--- src/rtl/router_pkg.sv ---
// ============================================================================
//  Module      : router_pkg
//  Description : Shared types and constants for the mesh router datapath.
//  Revision    : 1.0 - initial release with output-port merge types
// ============================================================================
`default_nettype none

package router_pkg;

    localparam int NPORTS = 4;
    localparam int PTR_W  = 2;

    typedef enum logic [1:0] {
        IDLE    = 2'd0,
        IN_REL  = 2'd1,
        OUT_ACK = 2'd2,
        OUT_REL = 2'd3
    } out_state_t;

endpackage

`default_nettype wire

--- src/rtl/output4to1_rr_arbiter4.sv ---
// ============================================================================
//  Module      : rr_arbiter4
//  Description : Four-way round-robin winner select; search begins after ptr.
//  Revision    : 1.0 - initial release
// ============================================================================
`default_nettype none

module rr_arbiter4
    import router_pkg::*;
(
    input  logic [NPORTS-1:0] i_req,
    input  logic [PTR_W-1:0]  i_ptr,
    output logic [PTR_W-1:0]  o_grant,
    output logic              o_valid
);

    logic [PTR_W-1:0] w_idx;

    // Offsets 1..4 from ptr; offset 4 wraps back to ptr itself, the lowest priority.
    always_comb begin
        o_grant = '0;
        o_valid = 1'b0;
        w_idx   = '0;
        for (int k = 1; k <= NPORTS; k++) begin
            w_idx = i_ptr + PTR_W'(k);
            if (!o_valid && i_req[w_idx]) begin
                o_grant = w_idx;
                o_valid = 1'b1;
            end
        end
    end

endmodule

`default_nettype wire

--- src/rtl/output4to1.sv ---
// ============================================================================
//  Module      : output4to1
//  Description : Round-robin merge of four req/ack input channels into one
//                buffered req/ack output link.
//  Revision    : 1.0 - initial release
// ============================================================================
`default_nettype none

module output4to1
    import router_pkg::*;
#(
    parameter int          n        = 32,
    parameter int unsigned RR_RESET = 3
) (
    input  logic                         clk,
    input  logic                         rst,
    input  logic [NPORTS-1:0]            in_req,
    output logic [NPORTS-1:0]            in_ack,
    input  logic [NPORTS-1:0][n-1:0]     in_data,
    output logic                         out_req,
    input  logic                         out_ack,
    output logic [n-1:0]                 out_data,
    output logic                         busy
);

    localparam logic [PTR_W-1:0] c_rr_reset = PTR_W'(RR_RESET);

    out_state_t         r_state;
    logic [NPORTS-1:0]  r_in_ack;
    logic               r_out_req;
    logic [n-1:0]       r_buf;
    logic [PTR_W-1:0]   r_gnt;
    logic [PTR_W-1:0]   r_ptr;
    logic               r_busy;

    logic [PTR_W-1:0]   w_grant;
    logic               w_valid;

    rr_arbiter4 u_arb (
        .i_req   (in_req),
        .i_ptr   (r_ptr),
        .o_grant (w_grant),
        .o_valid (w_valid)
    );

    always_ff @(posedge clk) begin
        if (rst) begin
            r_state   <= IDLE;
            r_in_ack  <= '0;
            r_out_req <= 1'b0;
            r_buf     <= '0;
            r_gnt     <= '0;
            r_ptr     <= c_rr_reset;
            r_busy    <= 1'b0;
        end else begin
            case (r_state)
                IDLE: begin
                    if (w_valid) begin
                        r_buf    <= in_data[w_grant];
                        r_gnt    <= w_grant;
                        r_in_ack <= NPORTS'(1) << w_grant;
                        r_busy   <= 1'b1;
                        r_state  <= IN_REL;
                    end
                end
                IN_REL: begin
                    if (!in_req[r_gnt]) begin
                        r_in_ack  <= '0;
                        r_out_req <= 1'b1;
                        r_state   <= OUT_ACK;
                    end
                end
                OUT_ACK: begin
                    if (out_ack) begin
                        r_out_req <= 1'b0;
                        r_state   <= OUT_REL;
                    end
                end
                OUT_REL: begin
                    // Pointer advances only once the whole transfer has retired.
                    if (!out_ack) begin
                        r_ptr   <= r_gnt;
                        r_busy  <= 1'b0;
                        r_state <= IDLE;
                    end
                end
                default: begin
                    r_state <= IDLE;
                end
            endcase
        end
    end

    assign in_ack   = r_in_ack;
    assign out_req  = r_out_req;
    assign out_data = r_buf;
    assign busy     = r_busy;

endmodule

`default_nettype wire
--- config.mk ---
export PLATFORM = sky130hd
export DESIGN_NAME = output4to1
export DESIGN_NICKNAME = d
export VERILOG_FILES = /design/src/rtl/router_pkg.sv /design/src/rtl/output4to1_rr_arbiter4.sv /design/src/rtl/output4to1.sv
export SDC_FILE = /design/constraint.sdc
export NUM_CORES = 1
export LEC_CHECK = 0
export ABC_AREA = 1
export BUFFER_PORTS_ARGS = -buffer_cell sky130_fd_sc_hd__buf_2
export CORE_UTILIZATION = 42
export DETAILED_ROUTE_END_ITERATION = 10
export GPL_TIMING_DRIVEN = 0
export PLACE_DENSITY = 0.77
export RECOVER_POWER = 100
export SYNTH_ARGS = -nofsm -noshare
export SYNTH_HDL_FRONTEND = slang
export SYNTH_SLANG_ARGS = --single-unit
--- constraint.sdc ---
create_clock -name clk -period 1.8 [get_ports clk]
set_input_delay 0.09 -clock clk [delete_from_list [all_inputs] [get_ports clk]]
set_output_delay 0.09 -clock clk [all_outputs]
set_load 0.005 [all_outputs]
Word level (Yosys, flattened, before mapping)

Cells that the tools add are included.

Eq/ne operators: 7
Shift-type cells: 1
Add/sub/neg operators: 3
Bitwise operators: 1
Order comparisons: 6
Reductions and logical operators: 16
Muxes and demuxes: 34

Operator list:

| kind                                                                     | count |
|---|---|
| 32-bit binary-select mux with 2-bit select                               | 1 |
| 32-bit two-way mux                                                       | 1 |
| 2-bit by 3-bit < comparator with 1-bit output (second input constant)    | 6 |
| 2-bit two-way mux                                                        | 8 |
| 1-bit two-way mux                                                        | 13 |
| 1-bit binary-select mux with 2-bit select                                | 5 |
| 3-bit AND reduction                                                      | 3 |
| 4-bit two-way mux                                                        | 2 |
| 2-bit one-hot mux with 4 select lines                                    | 1 |
| 4-bit one-hot mux with 2 select lines                                    | 1 |
| 2-bit inequality test (second input constant)                            | 3 |
| 2-bit nonzero test                                                       | 3 |
| 2-bit adder (second input constant)                                      | 2 |
| 2-bit == test (second input constant)                                    | 2 |
| 1-bit one-hot mux with 2 select lines                                    | 2 |
| 2-bit AND reduction                                                      | 2 |
| 4-bit AND reduction                                                      | 1 |
| 1-bit by 2-bit << shifter with 4-bit output (first input constant)       | 1 |
| 1-bit logical AND                                                        | 3 |
| 1-bit zero test                                                          | 3 |
| 2-bit by 1-bit adder with 2-bit output (second input constant)           | 1 |
| 2-bit by 1-bit == test with 1-bit output (second input constant)         | 1 |
| 2-bit zero test                                                          | 1 |
| 2-bit by 1-bit inequality test with 1-bit output (second input constant) | 1 |
| 1-bit NOT                                                                | 1 |

Logic and storage cells: 75
Flip-flop bits (word level): 44
Input port bits: 135

Logic depth before layout (Yosys ltp)

Word-level depth: 16
Depth in mapped cells: 17
Mapped depth without buffers: 15

Cells and area by module

A second synthesis with hierarchy kept.

Cells, all modules: 400
Area, all modules: 2,708.8 um^2

By module, submodules not included:

| module      | area an instance (um^2) | instances | cells an instance | sequential area each (um^2) |
|---|---|---|---|---|
| output4to1  | 2,437.3                 | 1         | 348               | 880.8 |
| rr_arbiter4 | 271.5                   | 1         | 52                | 0.0 |

Least setup slack after synthesis

OpenSTA, ideal clock, no wires.

Path type: register to register
Start point: register r_ptr[0]
End point: register r_buf[12], in the netlist out_data[12]
Setup time: 117 ps
Setup slack: 68 ps
Path buffers: 3
Clock period less this slack: 1,732 ps
Cell stages (with the launch flop): 13
Data required time: 1,683 ps
Arrival: 1,615 ps
Cells stage by stage: dfxtp_1 buf_6 nand2_1 nand3_1 nand2_1 nor2_4 nand3_4 nand2_2 inv_2 buf_2 buf_4 o21ai_0 nor2_1

Longest elaborated chain between the ends: 15
Elaborated cells between the ends (all ways): 28
Those cells by class: 3 x add/sub; 18 x mux; 7 x reduce/logical

RTL lines:

| item                                       | RTL line                     | text |
|---|---|---|
| start: declaration                         | output4to1.sv:33             | `logic [PTR_W-1:0] r_ptr;` |
| start signal: assignment                   | output4to1.sv:53             | `r_ptr <= c_rr_reset;` |
| start signal: assignment                   | output4to1.sv:82             | `r_ptr <= r_gnt;` |
| 2-bit by 1-bit adder with 2-bit output     | output4to1_rr_arbiter4.sv:25 | `w_idx = i_ptr + PTR_W'(k);` |
| 1-bit binary-select mux with 2-bit select  | output4to1_rr_arbiter4.sv:26 | `if (!o_valid && i_req[w_idx]) begin` |
| 1-bit two-way mux (not written as such)    | output4to1_rr_arbiter4.sv:26 |  |
| 1-bit two-way mux                          | output4to1_rr_arbiter4.sv:26 |  |
| 1-bit zero test                            | output4to1_rr_arbiter4.sv:26 |  |
| 1-bit logical AND                          | output4to1_rr_arbiter4.sv:26 |  |
| 1-bit two-way mux                          | output4to1_rr_arbiter4.sv:26 |  |
| 1-bit zero test                            | output4to1_rr_arbiter4.sv:26 |  |
| 1-bit logical AND                          | output4to1_rr_arbiter4.sv:26 |  |
| 1-bit two-way mux                          | output4to1_rr_arbiter4.sv:26 |  |
| 1-bit zero test                            | output4to1_rr_arbiter4.sv:26 |  |
| 1-bit logical AND                          | output4to1_rr_arbiter4.sv:26 |  |
| 2-bit two-way mux                          | output4to1_rr_arbiter4.sv:26 |  |
| 32-bit binary-select mux with 2-bit select | output4to1.sv:59             | `r_buf <= in_data[w_grant];` |
| 32-bit two-way mux (not written as such)   | output4to1.sv:59             |  |
| end signal: assignment                     | output4to1.sv:59             |  |
| end: declaration                           | output4to1.sv:31             | `logic [n-1:0] r_buf;` |

Parallel ways exist; a longest one is shown, timed or not. The select of a mux whose other input is x is not followed.
A chain may end at the register's enable or synchronous reset.

Worst setup path after layout

Start point: register r_ptr[0]
End point: register r_buf[23], in the netlist out_data[23]

The elaborated chain is that of the path after synthesis.

==> results.ini <==
[clock_tree]
cts_buffers = 5
cts_tree = built
cts_sinks = 44
clk_pin_slew_ns = 0.08
clock-root-buffer = clkbuf_8
h-tree-depth = 2
clockBufferDepth = 2
clock_latency_ns = 0.32

[grt]
grt_max_degree = 14
grt_usage_pct = 28.46
grt_first_pass_wirelength_mm = 18.84
overflow = 0
antenna_found_initial = 0
grt_pass1_vias = 4017

[sta]
finalMaxSlewViolations = 0
min_period_over_period_pct = 113.6
finalHoldViolations = 0
rsz0062_at_grt = yes
slew-limit-headroom_pct = 63.16
fin_worst_skew_ns = 0.003188
tns_ns = -6.560
worst_slew_pin_slew_ns = 0.5526
setup_viol = 38
fmax_ghz = 0.4890
fin_crit_ns = 2.045
worst_slack_ns = -0.2451

[power]
irDropWorstVdd_mv = 0.7112
p_per_area_nw_per_um2 = 1485
leakagePower_nw = 2.856

[hold_path]
whs_endpoint = out_data[28]
min_from = in_data[60]
worstHoldPathCells = 5
hold_path.class = input port to register

[placed_design]
place.detailed.hpwl_mm = 8.887
finalWeightedCongestion = 0.9225
port_buffers = 171
placed_cell_area_um2 = 4258

[logic_synthesis]
synth_xor_xnor_area_share_pct = 0
yosys.area_share.adder_pct = 1.908
synth_cells = 579
yosys.area_share.simple_pct = 54.08
synth_top_family_by_area = simple AND/OR/NAND/NOR gates
syn_area_per_cell_um2 = 5.662
synth_warnings = 0
synth_compound_area_share_pct = 5.878
synth_cell_types = 24
synth_nets = 719
syn_area_um2 = 3278
ys_ff_latch = 44
ys_seq_area_share_pct = 26.87
synth_edf_count = 0
synth_mux_area_share_pct = 0
async_flop_share_pct = 0
ys.flop_type = dfxtp_1

[critical_path]
worstSetupStartpointType = register
path_class = register to register
cpPeakStageDelay_ns = 0.39
cp_cell_sequence = buf_8, nand2_4, nand2_4, nand2_4, nand2_4, nor2_4, nand3_4, nand3_4, buf_6, clkbuf_16, nand2_2, nand2_1, nand2_1, nand3_1, nand2_1, inv_1
cp_data_arrival_time_ns = 2.31
crit_path_end_kind = register
rr_endpoint = out_data[23]
crit_path_frequent_cell = nand2_4
critPathTopFamily = simple AND/OR/NAND/NOR gates
cp_slowest_cell = dfxtp_4
path_max_fanout = 5
ff2ff_setup_slack_ns = -0.25
crit_buf_inv = 4
r2r_start = r_ptr[0]
required_ns = 2.07
worst_r2r_path_depth = 16

[route]
wl_mm = 13.44
dr_total_vias = 4717
first_iter_violations = 487
viasPerCell = 5.379
wire_per_inst_um = 15.32
ant_nets = 0
drc = 0
drt_first_pass_iters = 6

[die]
coreArea_um2 = 7408
ioPinCount = 173
die_w_um = 90.35
dieArea_um2 = 8162
initial_core_util_pct = 44.25
std_cell_rows = 31
die_y_um = 90.35

[finish]
area_growth_pct = 59.35
diodes = 0
drive_above_1_share_pct = 40.23
fin_area_um2 = 5224
final_nets = 917

[outcome]
violations = negative setup slack
outcome = finished, violations left

[job]
drv_cap = 0

-- area by class of cell --
class	instances	area [um^2]
clock inverters	1	30.03
well taps	99	123.9
plain buffers	37	379.1
inverters	41	168.9
flip-flops and latches	44	885.9
fillers	615	2185
repair buffers	191	1131
multi-input cells	457	2409
clock buffers	7	96.34
-- worst max-delay path by stage --
stage	startpoint	endpoint	slack (ns)	cells after the start
final	r_ptr[0]	out_data[23]	-0.25	16
after CTS	r_ptr[1]	out_data[14]	-0.1	17
after global routing	r_ptr[0]	out_data[20]	-0.31	14
after detailed placement	r_ptr[1]	out_data[31]	-0.30	15
after global placement	r_ptr[1]	out_data[2]	-0.20	15
after floorplan	r_ptr[0]	out_data[12]	0.07	12
-- sequential cells by signal, indices dropped and copies added (netlist names) --
name and count:
out_data 32, r_gnt 2, r_state 2, out_req 1, in_ack 4, r_ptr 2
busy 1
-- cells in the mapped netlist (2+ instances only) --
cell / count / area share, %
clkbuf_1: 9 / 1.0
ha_1: 5 / 1.9
nand2_2: 2 / 0.38
o21ai_0: 20 / 3.1
a21oi_1: 11 / 1.7
inv_2: 5 / 0.57
buf_2: 19 / 2.9
nand4_1: 3 / 0.57
buf_6: 5 / 1.7
buf_4: 4 / 0.92
nor2_1: 67 / 7.7
nor2_4: 3 / 1.0
o211ai_1: 3 / 0.69
nand3_1: 118 / 18
dfxtp_1: 44 / 27
nand2_1: 217 / 25
or2_2: 2 / 0.38
inv_1: 36 / 4.1
-- cell usage in the layout, fill, tap and decap left out, drive strengths merged --
cell | synthesis | routed
nand2 | 219 | 219
buf | 28 | 188
nand3 | 120 | 120
nor2 | 71 | 71
clkbuf | 9 | 46
dfxtp | 44 | 44
inv | 41 | 41
o21ai | 20 | 20
a21oi | 11 | 11
ha | 5 | 5
nand4 | 3 | 3
o211ai | 3 | 3
or2 | 2 | 2
a21boi | 2 | 2
nor3 | 1 | 1
bufinv | 0 | 1
bufbuf | 0 | 1
-- timing repair --
item,CTS,global route
endpoints found under the setup margin,38,39
endpoints found under the hold margin,0,0
hold buffers,0,0
gates resized for setup,79,98
pin swaps,27,42
gates cloned,5,3
buffers inserted,6,6
-- power breakdown --
| part | switching, W | internal (W) |
|---|---|---|
| sequential | 0.000251 | 0.00141 |
| combinational | 0.00298 | 0.00226 |
| clock | 0.000370 | 0.000490 |
| total | 0.00360 | 0.00416 |
-- worst reg2reg max path, cell delays in order, from the launching register on --
cell	delay, ns
dfxtp_4	0.39
buf_8	0.15
nand2_4	0.07
nand2_4	0.08
nand2_4	0.09
nand2_4	0.07
nor2_4	0.15
nand3_4	0.17
nand3_4	0.16
buf_6	0.16
clkbuf_16	0.16
nand2_2	0.04
nand2_1	0.06
nand2_1	0.06
nand3_1	0.09
nand2_1	0.06
inv_1	0.05
-- per-stage QoR --
step	util (%)	instances	hold slack, ns	setup slack (ns)	total power (W)
2_1_floorplan	-	579	0.2979	0.06761	0.004242
3_3_place_gp	57.47	849	0.3922	-0.2023	0.005429
3_5_place_dp	57.47	849	0.4000	-0.3022	0.005515
4_1_cts	65.02	868	0.09295	-0.09800	0.007072
5_1_grt	70.51	877	0.1197	-0.3078	0.008245
6_report	70.51	877	0.07632	-0.2451	0.007755
-- metal layers --
metal | global-route usage [%] | vias to the layer above | part of all wire [%] | routed length [um]
met4 | 9.005 | 0 | 3.4 | 458
li1 | - | 2241 | - | -
met3 | 6.397 | 50 | 8.3 | 1119
met1 | 35.66 | 2139 | 39 | 5304
met2 | 48.28 | 287 | 49 | 6555
met5 | 0 | - | 0 | 0
-- cell families (layout without fill, tap and decap cells) --
family                     Yosys count  after routing
AOI/OAI and AO/OA                   36             36
adders and majority gates            5              5
buffers and inverters               78            277
DFF                                 44             44
and+or+nand+nor                    416            416
Note: power is estimated with default switching activity, not from simulation.
